==> src/rtl/hi_lo_pkg.sv <==
// Shared definitions for the HI/LO unit: opcodes, FSM state type and op-class decode helpers.
package hi_lo_pkg;

  localparam logic [5:0] OP_MFHI  = 6'b010000;
  localparam logic [5:0] OP_MTHI  = 6'b010001;
  localparam logic [5:0] OP_MFLO  = 6'b010010;
  localparam logic [5:0] OP_MTLO  = 6'b010011;
  localparam logic [5:0] OP_MULT  = 6'b011000;
  localparam logic [5:0] OP_MULTU = 6'b011001;
  localparam logic [5:0] OP_DIV   = 6'b011010;
  localparam logic [5:0] OP_DIVU  = 6'b011011;

  typedef enum logic {
    IDLE = 1'b0,
    BUSY = 1'b1
  } hi_lo_state_t;

  function automatic logic is_hi_lo_op(input logic [5:0] op);
    return op inside {OP_MFHI, OP_MTHI, OP_MFLO, OP_MTLO,
                      OP_MULT, OP_MULTU, OP_DIV, OP_DIVU};
  endfunction

  function automatic logic is_long_op(input logic [5:0] op);
    return op inside {OP_MULT, OP_MULTU, OP_DIV, OP_DIVU};
  endfunction

  function automatic logic is_div_op(input logic [5:0] op);
    return op inside {OP_DIV, OP_DIVU};
  endfunction

  function automatic logic is_read_op(input logic [5:0] op);
    return op inside {OP_MFHI, OP_MFLO};
  endfunction

endpackage

==> src/rtl/hi_lo_if.sv <==
// Pipeline-to-HI/LO-unit bundle: instruction/ALU result inputs and read/busy/stall responses.
interface hi_lo_if;
  logic        op_valid;
  logic [5:0]  ALU_operation;
  logic [31:0] ALU_HI_output;
  logic [31:0] ALU_LO_output;
  logic [31:0] hi_lo_read_data;
  logic        busy;
  logic        stall;

  modport master (
    output op_valid, ALU_operation, ALU_HI_output, ALU_LO_output,
    input  hi_lo_read_data, busy, stall
  );

  modport slave (
    input  op_valid, ALU_operation, ALU_HI_output, ALU_LO_output,
    output hi_lo_read_data, busy, stall
  );
endinterface

==> src/rtl/hi_lo_countdown.sv <==
// Loadable down-counter timing the MULT/DIV latency; stops at zero, flags the final count of one.
module hi_lo_countdown #(
  parameter int WIDTH = 6
) (
  input  logic             clk,
  input  logic             reset_n,
  input  logic             load,
  input  logic [WIDTH-1:0] load_value,
  input  logic             en,
  output logic [WIDTH-1:0] value,
  output logic             last
);

  logic [WIDTH-1:0] count_q;

  always_ff @(posedge clk) begin
    if (!reset_n) begin
      count_q <= '0;
    end else if (load) begin
      count_q <= load_value;
    end else if (en && (count_q != '0)) begin
      count_q <= count_q - 1'b1;
    end
  end

  assign value = count_q;
  assign last  = (count_q == WIDTH'(1));

endmodule

==> src/rtl/hi_lo_unit.sv <==
// Architectural HI/LO registers with modelled MULT/DIV latency and pipeline stall generation.
// Optional build macro HI_LO_FWD_EN lets MFHI/MFLO read the pending result in the last BUSY cycle.
module hi_lo_unit
  import hi_lo_pkg::*;
#(
  parameter int MULT_LATENCY = 4,
  parameter int DIV_LATENCY  = 32
) (
  input logic   clk,
  input logic   reset_n,
  hi_lo_if.slave bus
);

  localparam int MAX_LATENCY = (MULT_LATENCY > DIV_LATENCY) ? MULT_LATENCY : DIV_LATENCY;
  localparam int CNT_W       = $clog2(MAX_LATENCY + 1);

  hi_lo_state_t state_q, state_d;

  logic [31:0] hi_q, lo_q;
  logic [31:0] pend_hi_q, pend_lo_q;

  logic             cnt_load;
  logic [CNT_W-1:0] cnt_load_value;
  logic [CNT_W-1:0] count;
  logic             cnt_last;

  logic       accept;
  logic       commit;
  logic       stall;
  logic       read_fwd;
  logic       hl_op;
  logic [5:0] op;

  assign op    = bus.ALU_operation;
  assign hl_op = bus.op_valid && is_hi_lo_op(op);

  hi_lo_countdown #(
    .WIDTH(CNT_W)
  ) u_countdown (
    .clk       (clk),
    .reset_n   (reset_n),
    .load      (cnt_load),
    .load_value(cnt_load_value),
    .en        (state_q == BUSY),
    .value     (count),
    .last      (cnt_last)
  );

  always_ff @(posedge clk) begin
    if (!reset_n) begin
      state_q <= IDLE;
    end else begin
      state_q <= state_d;
    end
  end

  always_comb begin
    // NOTE: every signal driven here gets a default first, so no path leaves one unassigned and infers a latch.
    state_d        = state_q;
    cnt_load       = 1'b0;
    cnt_load_value = '0;
    accept         = 1'b0;
    commit         = 1'b0;
    stall          = 1'b0;
    read_fwd       = 1'b0;

    case (state_q)
      IDLE: begin
        accept = hl_op;
        if (hl_op && is_long_op(op)) begin
          cnt_load       = 1'b1;
          cnt_load_value = is_div_op(op) ? CNT_W'(DIV_LATENCY) : CNT_W'(MULT_LATENCY);
          state_d        = BUSY;
        end
      end

      BUSY: begin
        stall = hl_op;
`ifdef HI_LO_FWD_EN
        // The pending result is final in the last cycle, so reads can be served from it.
        if (cnt_last && hl_op && is_read_op(op)) begin
          stall    = 1'b0;
          read_fwd = 1'b1;
        end
`endif
        if (cnt_last) begin
          commit  = 1'b1;
          state_d = IDLE;
        end
      end

      default: state_d = IDLE;
    endcase
  end

  always_ff @(posedge clk) begin
    // NOTE: non-blocking assignments so every register updates from the values present before the edge.
    if (!reset_n) begin
      hi_q      <= '0;
      lo_q      <= '0;
      pend_hi_q <= '0;
      pend_lo_q <= '0;
    end else begin
      if (commit) begin
        hi_q <= pend_hi_q;
        lo_q <= pend_lo_q;
      end else if (accept && (op == OP_MTHI)) begin
        hi_q <= bus.ALU_HI_output;
      end else if (accept && (op == OP_MTLO)) begin
        lo_q <= bus.ALU_LO_output;
      end

      // ALU results are captured verbatim; this unit performs no arithmetic.
      if (cnt_load) begin
        pend_hi_q <= bus.ALU_HI_output;
        pend_lo_q <= bus.ALU_LO_output;
      end
    end
  end

  always_comb begin
    bus.hi_lo_read_data = '0;
    if (bus.op_valid && (op == OP_MFHI)) begin
      bus.hi_lo_read_data = read_fwd ? pend_hi_q : hi_q;
    end else if (bus.op_valid && (op == OP_MFLO)) begin
      bus.hi_lo_read_data = read_fwd ? pend_lo_q : lo_q;
    end
  end

  assign bus.busy  = (state_q == BUSY);
  assign bus.stall = stall;

endmodule

==> src/flat_wrapper.sv <==
// flat-port wrapper written by rule: the top's interface ports become plain ports
module hi_lo_unit_flat import hi_lo_pkg::*;
#(
  parameter int MULT_LATENCY = 4,
  parameter int DIV_LATENCY  = 32
)
  (clk, reset_n, bus_op_valid, bus_ALU_operation, bus_ALU_HI_output, bus_ALU_LO_output, bus_hi_lo_read_data, bus_busy, bus_stall);
  hi_lo_if bus_i ();
  input logic clk;
  input logic reset_n;
  input wire logic [$bits(bus_i.op_valid)-1:0] bus_op_valid;
  input wire logic [$bits(bus_i.ALU_operation)-1:0] bus_ALU_operation;
  input wire logic [$bits(bus_i.ALU_HI_output)-1:0] bus_ALU_HI_output;
  input wire logic [$bits(bus_i.ALU_LO_output)-1:0] bus_ALU_LO_output;
  output wire logic [$bits(bus_i.hi_lo_read_data)-1:0] bus_hi_lo_read_data;
  output wire logic [$bits(bus_i.busy)-1:0] bus_busy;
  output wire logic [$bits(bus_i.stall)-1:0] bus_stall;
  assign bus_i.op_valid = bus_op_valid;
  assign bus_i.ALU_operation = bus_ALU_operation;
  assign bus_i.ALU_HI_output = bus_ALU_HI_output;
  assign bus_i.ALU_LO_output = bus_ALU_LO_output;
  assign bus_hi_lo_read_data = bus_i.hi_lo_read_data;
  assign bus_busy = bus_i.busy;
  assign bus_stall = bus_i.stall;
  hi_lo_unit #(.MULT_LATENCY(MULT_LATENCY), .DIV_LATENCY(DIV_LATENCY)) u_core (.clk(clk), .reset_n(reset_n), .bus(bus_i));
endmodule
==> config.mk <==
export PLATFORM = sky130hd
export DESIGN_NAME = hi_lo_unit_flat
export DESIGN_NICKNAME = d
export VERILOG_FILES = /design/src/rtl/hi_lo_pkg.sv /design/src/rtl/hi_lo_if.sv /design/src/rtl/hi_lo_countdown.sv /design/src/rtl/hi_lo_unit.sv /design/src/flat_wrapper.sv
export SDC_FILE = /design/constraint.sdc
export NUM_CORES = 1
export LEC_CHECK = 0
export CAP_MARGIN = 20
export CORE_MARGIN = 2
export CORE_UTILIZATION = 33
export DETAILED_ROUTE_END_ITERATION = 10
export GPL_TIMING_DRIVEN = 1
export SYNTH_ARGS = -nofsm -noshare
export SYNTH_HDL_FRONTEND = slang
export SYNTH_HIERARCHICAL = 1
export SYNTH_SLANG_ARGS = --single-unit
==> constraint.sdc <==
create_clock -name clk -period 3.6 [get_ports clk]
set_input_delay 1.08 -clock clk [delete_from_list [all_inputs] [get_ports clk]]
set_output_delay 1.08 -clock clk [all_outputs]
set_load 0.02 [all_outputs]
==> metrics.txt <==
status complete, but fails checks; failing checks negative setup slack; Starting Density about 33%; clock root buffer clkbuf_16; Via Count around 6400; top cell type's share of synthesized area a little under two fifths; post-layout min period between 3000 and 4000 ps; Detailed Route WL about 22000 µm; Final #Nets approximately 1000; Lkg Pwr 0.00389 µW; synthesis-stage register bit count 135; cts hold-fix bufs 0; crit end category output pin; Synth Cell Area between 7000 and 8000 µm²; Buf+Inv Stages, Crit Path 3; DR DRC count 0; All-Layer GR Usage between 15 and 20%; Worst VDD drop approximately 0.00023 V; vias per cell approximately 5.2; Worst Slack Setup Final -7.14 ps; H-tree Lvls 4; row count between 50 and 60; MaxCap Viol Count 0; most frequent cell after synthesis dfxtp_1; critical path fanouts, max 7; Worst Hold Launch u_core/lo_q[23]; Die Wd between 150 and 200 µm; average wire per standard cell between 15 and 20 µm; Hold WC Path Type reg2reg; RR Startpoint u_core/u_countdown/value[4]; DR iter-0 viols between 500 and 600; Synth area leader dfxtp_1; Longest Clk Path Bufs 2; most common library cells after synthesis dfxtp_1, o21ai_0, a21boi_0, mux2i_1, nand3_1; cell family with most CP delay simple AND/OR/NAND/NOR gates; global-route wire length before repair between 30000 and 40000 µm; GR Overflow Total 0; dominant cells by area after synthesis dfxtp_1, mux2i_1, a21boi_0; worst path arrival time between 2000 and 3000 ps; # fillers about 2200; die area ~23000 µm²; hpwl dp roughly 15000 µm; core area roughly 22000 µm²; fraction of registers with async set/reset 0%; Seq/Total Area, Yosys 37.1%; start point of the critical path bus_ALU_operation[5]; PD cells just under 400 nW/µm²; final hold vios 0; # setup viols final 4; RSZ-0062 raised after global routing true; Startpoint Class input pin; Post-synth top flop dfxtp_1; achievable clock frequency around 0.28 GHz; Critical Path Max Stage Delay roughly 560 ps; CTS clk-pin slew, worst paths 60 ps; period utilization 100%; share of post-route cells with drive strength above 1 approximately 15%; remaining antenna violation count 0; Setup CP Type in2out; CTS tree done; initial antenna violation count 0; Clock Skews just under 5 ps; clock latency on the worst-skew pair 420 ps; Avg Cell Area, Syn roughly 8.4 µm²; Num CTS Buffers 17; Unique masters post-synth approximately 40; Required @ worst endpoint about 2500 ps; Worst path slowest cell or4_4; clk sinks around 140; final hold slack about 460 ps; number of synthesized flops with an enable pin 0; io pins about 110; Area growth, synth to finish 28.3%; Yosys warning total 6; vias in the first global route ~5900; PortBufs between 100 and 150; ant diodes 0; Placer Congestion 0.760; pins over their slew limit 0; Setup TNS Final -16.6 ps; Mapped Cells approximately 860; crit-path cells dlygate4sd2_1, nand3b_4, or4_4, clkbuf_16, nor2_2, buf_6; Detailed Routing Iterations Pass 1 5; worst-margin pin slew around 730 ps; Slew HR 51.5%; largest net degree at the start of global routing 70; Die Y around 150 µm
==> final timing paths <==
check	to	slack, ps	cells after the start
min	u_core/lo_q[23]	460	2
max reg2reg	u_core/lo_q[13]	1210	6
max	bus_hi_lo_read_data[10]	-7	6
min reg2reg	u_core/lo_q[23]	460	2
==> kinds of logic (layout without fill, tap and decap cells) <==
family / after synthesis / count (layout) / share of synthesized area, %
flip-flops: 135 / 135 / 37.1
AND/OR/NAND/NOR: 250 / 250 / 18.0
other: 1 / 4 / 0.0515
multiplexers: 96 / 96 / 13.2
AO/OA/AOI/OAI: 279 / 279 / 24.5
adder cells (fa/ha/maj): 3 / 3 / 0.516
buffers and inverters: 98 / 171 / 6.58
==> tightest hold or removal path, stage by stage (launching register included) <==
cell and delay (ps):
dfxtp_1 310, nand2_1 50, mux2i_1 50
==> metal layers <==
metal  share of wire, %  global-route usage, %
met5                  0                      0
met4                1.6                   5.64
met3                4.5                   3.70
met2                 46                   28.5
met1                 48                   26.0
==> cell type report <==
class	instances	area [µm²]	share of cell area (%)
Multi-Input combinational cell	632	4250	45.5
Sequential cell	135	2710	29.0
Timing Repair Buffer	135	1400	15.0
Clock buffer	22	495	5.31
Tap cell	280	350	3.75
Clock inverter	9	120	1.29
Inverter	5	18.8	0.201
==> metrics by stage <==
stage	instance area (µm²)	setup slack (ps)	std cells	power, µW	util [%]
after global routing	9340	-39.4	1218	3800	42.9
after floorplan	7290	173	865	1720	-
after detailed placement	8530	-625	1183	1880	39.2
final	9340	-7.14	1218	3680	42.9
after CTS	9110	-35.7	1214	3700	41.9
after global placement	8530	-612	1183	1880	39.2
==> where the power goes <==
group	switching [µW]	total (µW)	internal, µW
sequential	9.72	1520	1510
combinational	185	334	150
clock	650	1820	1170
total	844	3680	2830
==> placed cells by master, fill, tap and decap left out, types with 2 or more instances in the layout <==
cell,instances
clkinv_2,6
dlygate4sd2_1,6
inv_1,5
ha_1,3
nand2_1,65
a21boi_0,119
bufinv_16,3
and3_1,64
o21ai_0,133
a21oi_1,4
nor2_2,15
nand3_1,68
clkdlybuf4s50_1,65
a31oi_1,2
nor2_4,15
nor3b_2,2
o211ai_1,2
buf_12,8
a21boi_1,10
nor2_1,6
conb_1,4
mux2i_1,96
buf_6,18
dfxtp_1,134
o2111ai_1,2
buf_4,32
clkbuf_8,3
a31oi_4,2
clkbuf_16,20
nor3_1,2
==> flip-flops by register name, summed over array words and instances, names as in the netlist <==
name	flops
u_core/pend_lo_q	32
u_core/hi_q	32
u_core/u_countdown/value	6
u_core/pend_hi_q	32
u_core/lo_q	32
u_core/bus.busy	1
==> timing repair <==
item / CTS / global route
buffers inserted: 0 / 1
endpoints found under the setup margin: 33 / 30
endpoints found under the hold margin: 0 / 0
gates cloned: 0 / 3
pin swaps: 2 / 7
resized for setup: 176 / 44
No activity file was read; power rests on OpenSTA's default activity.
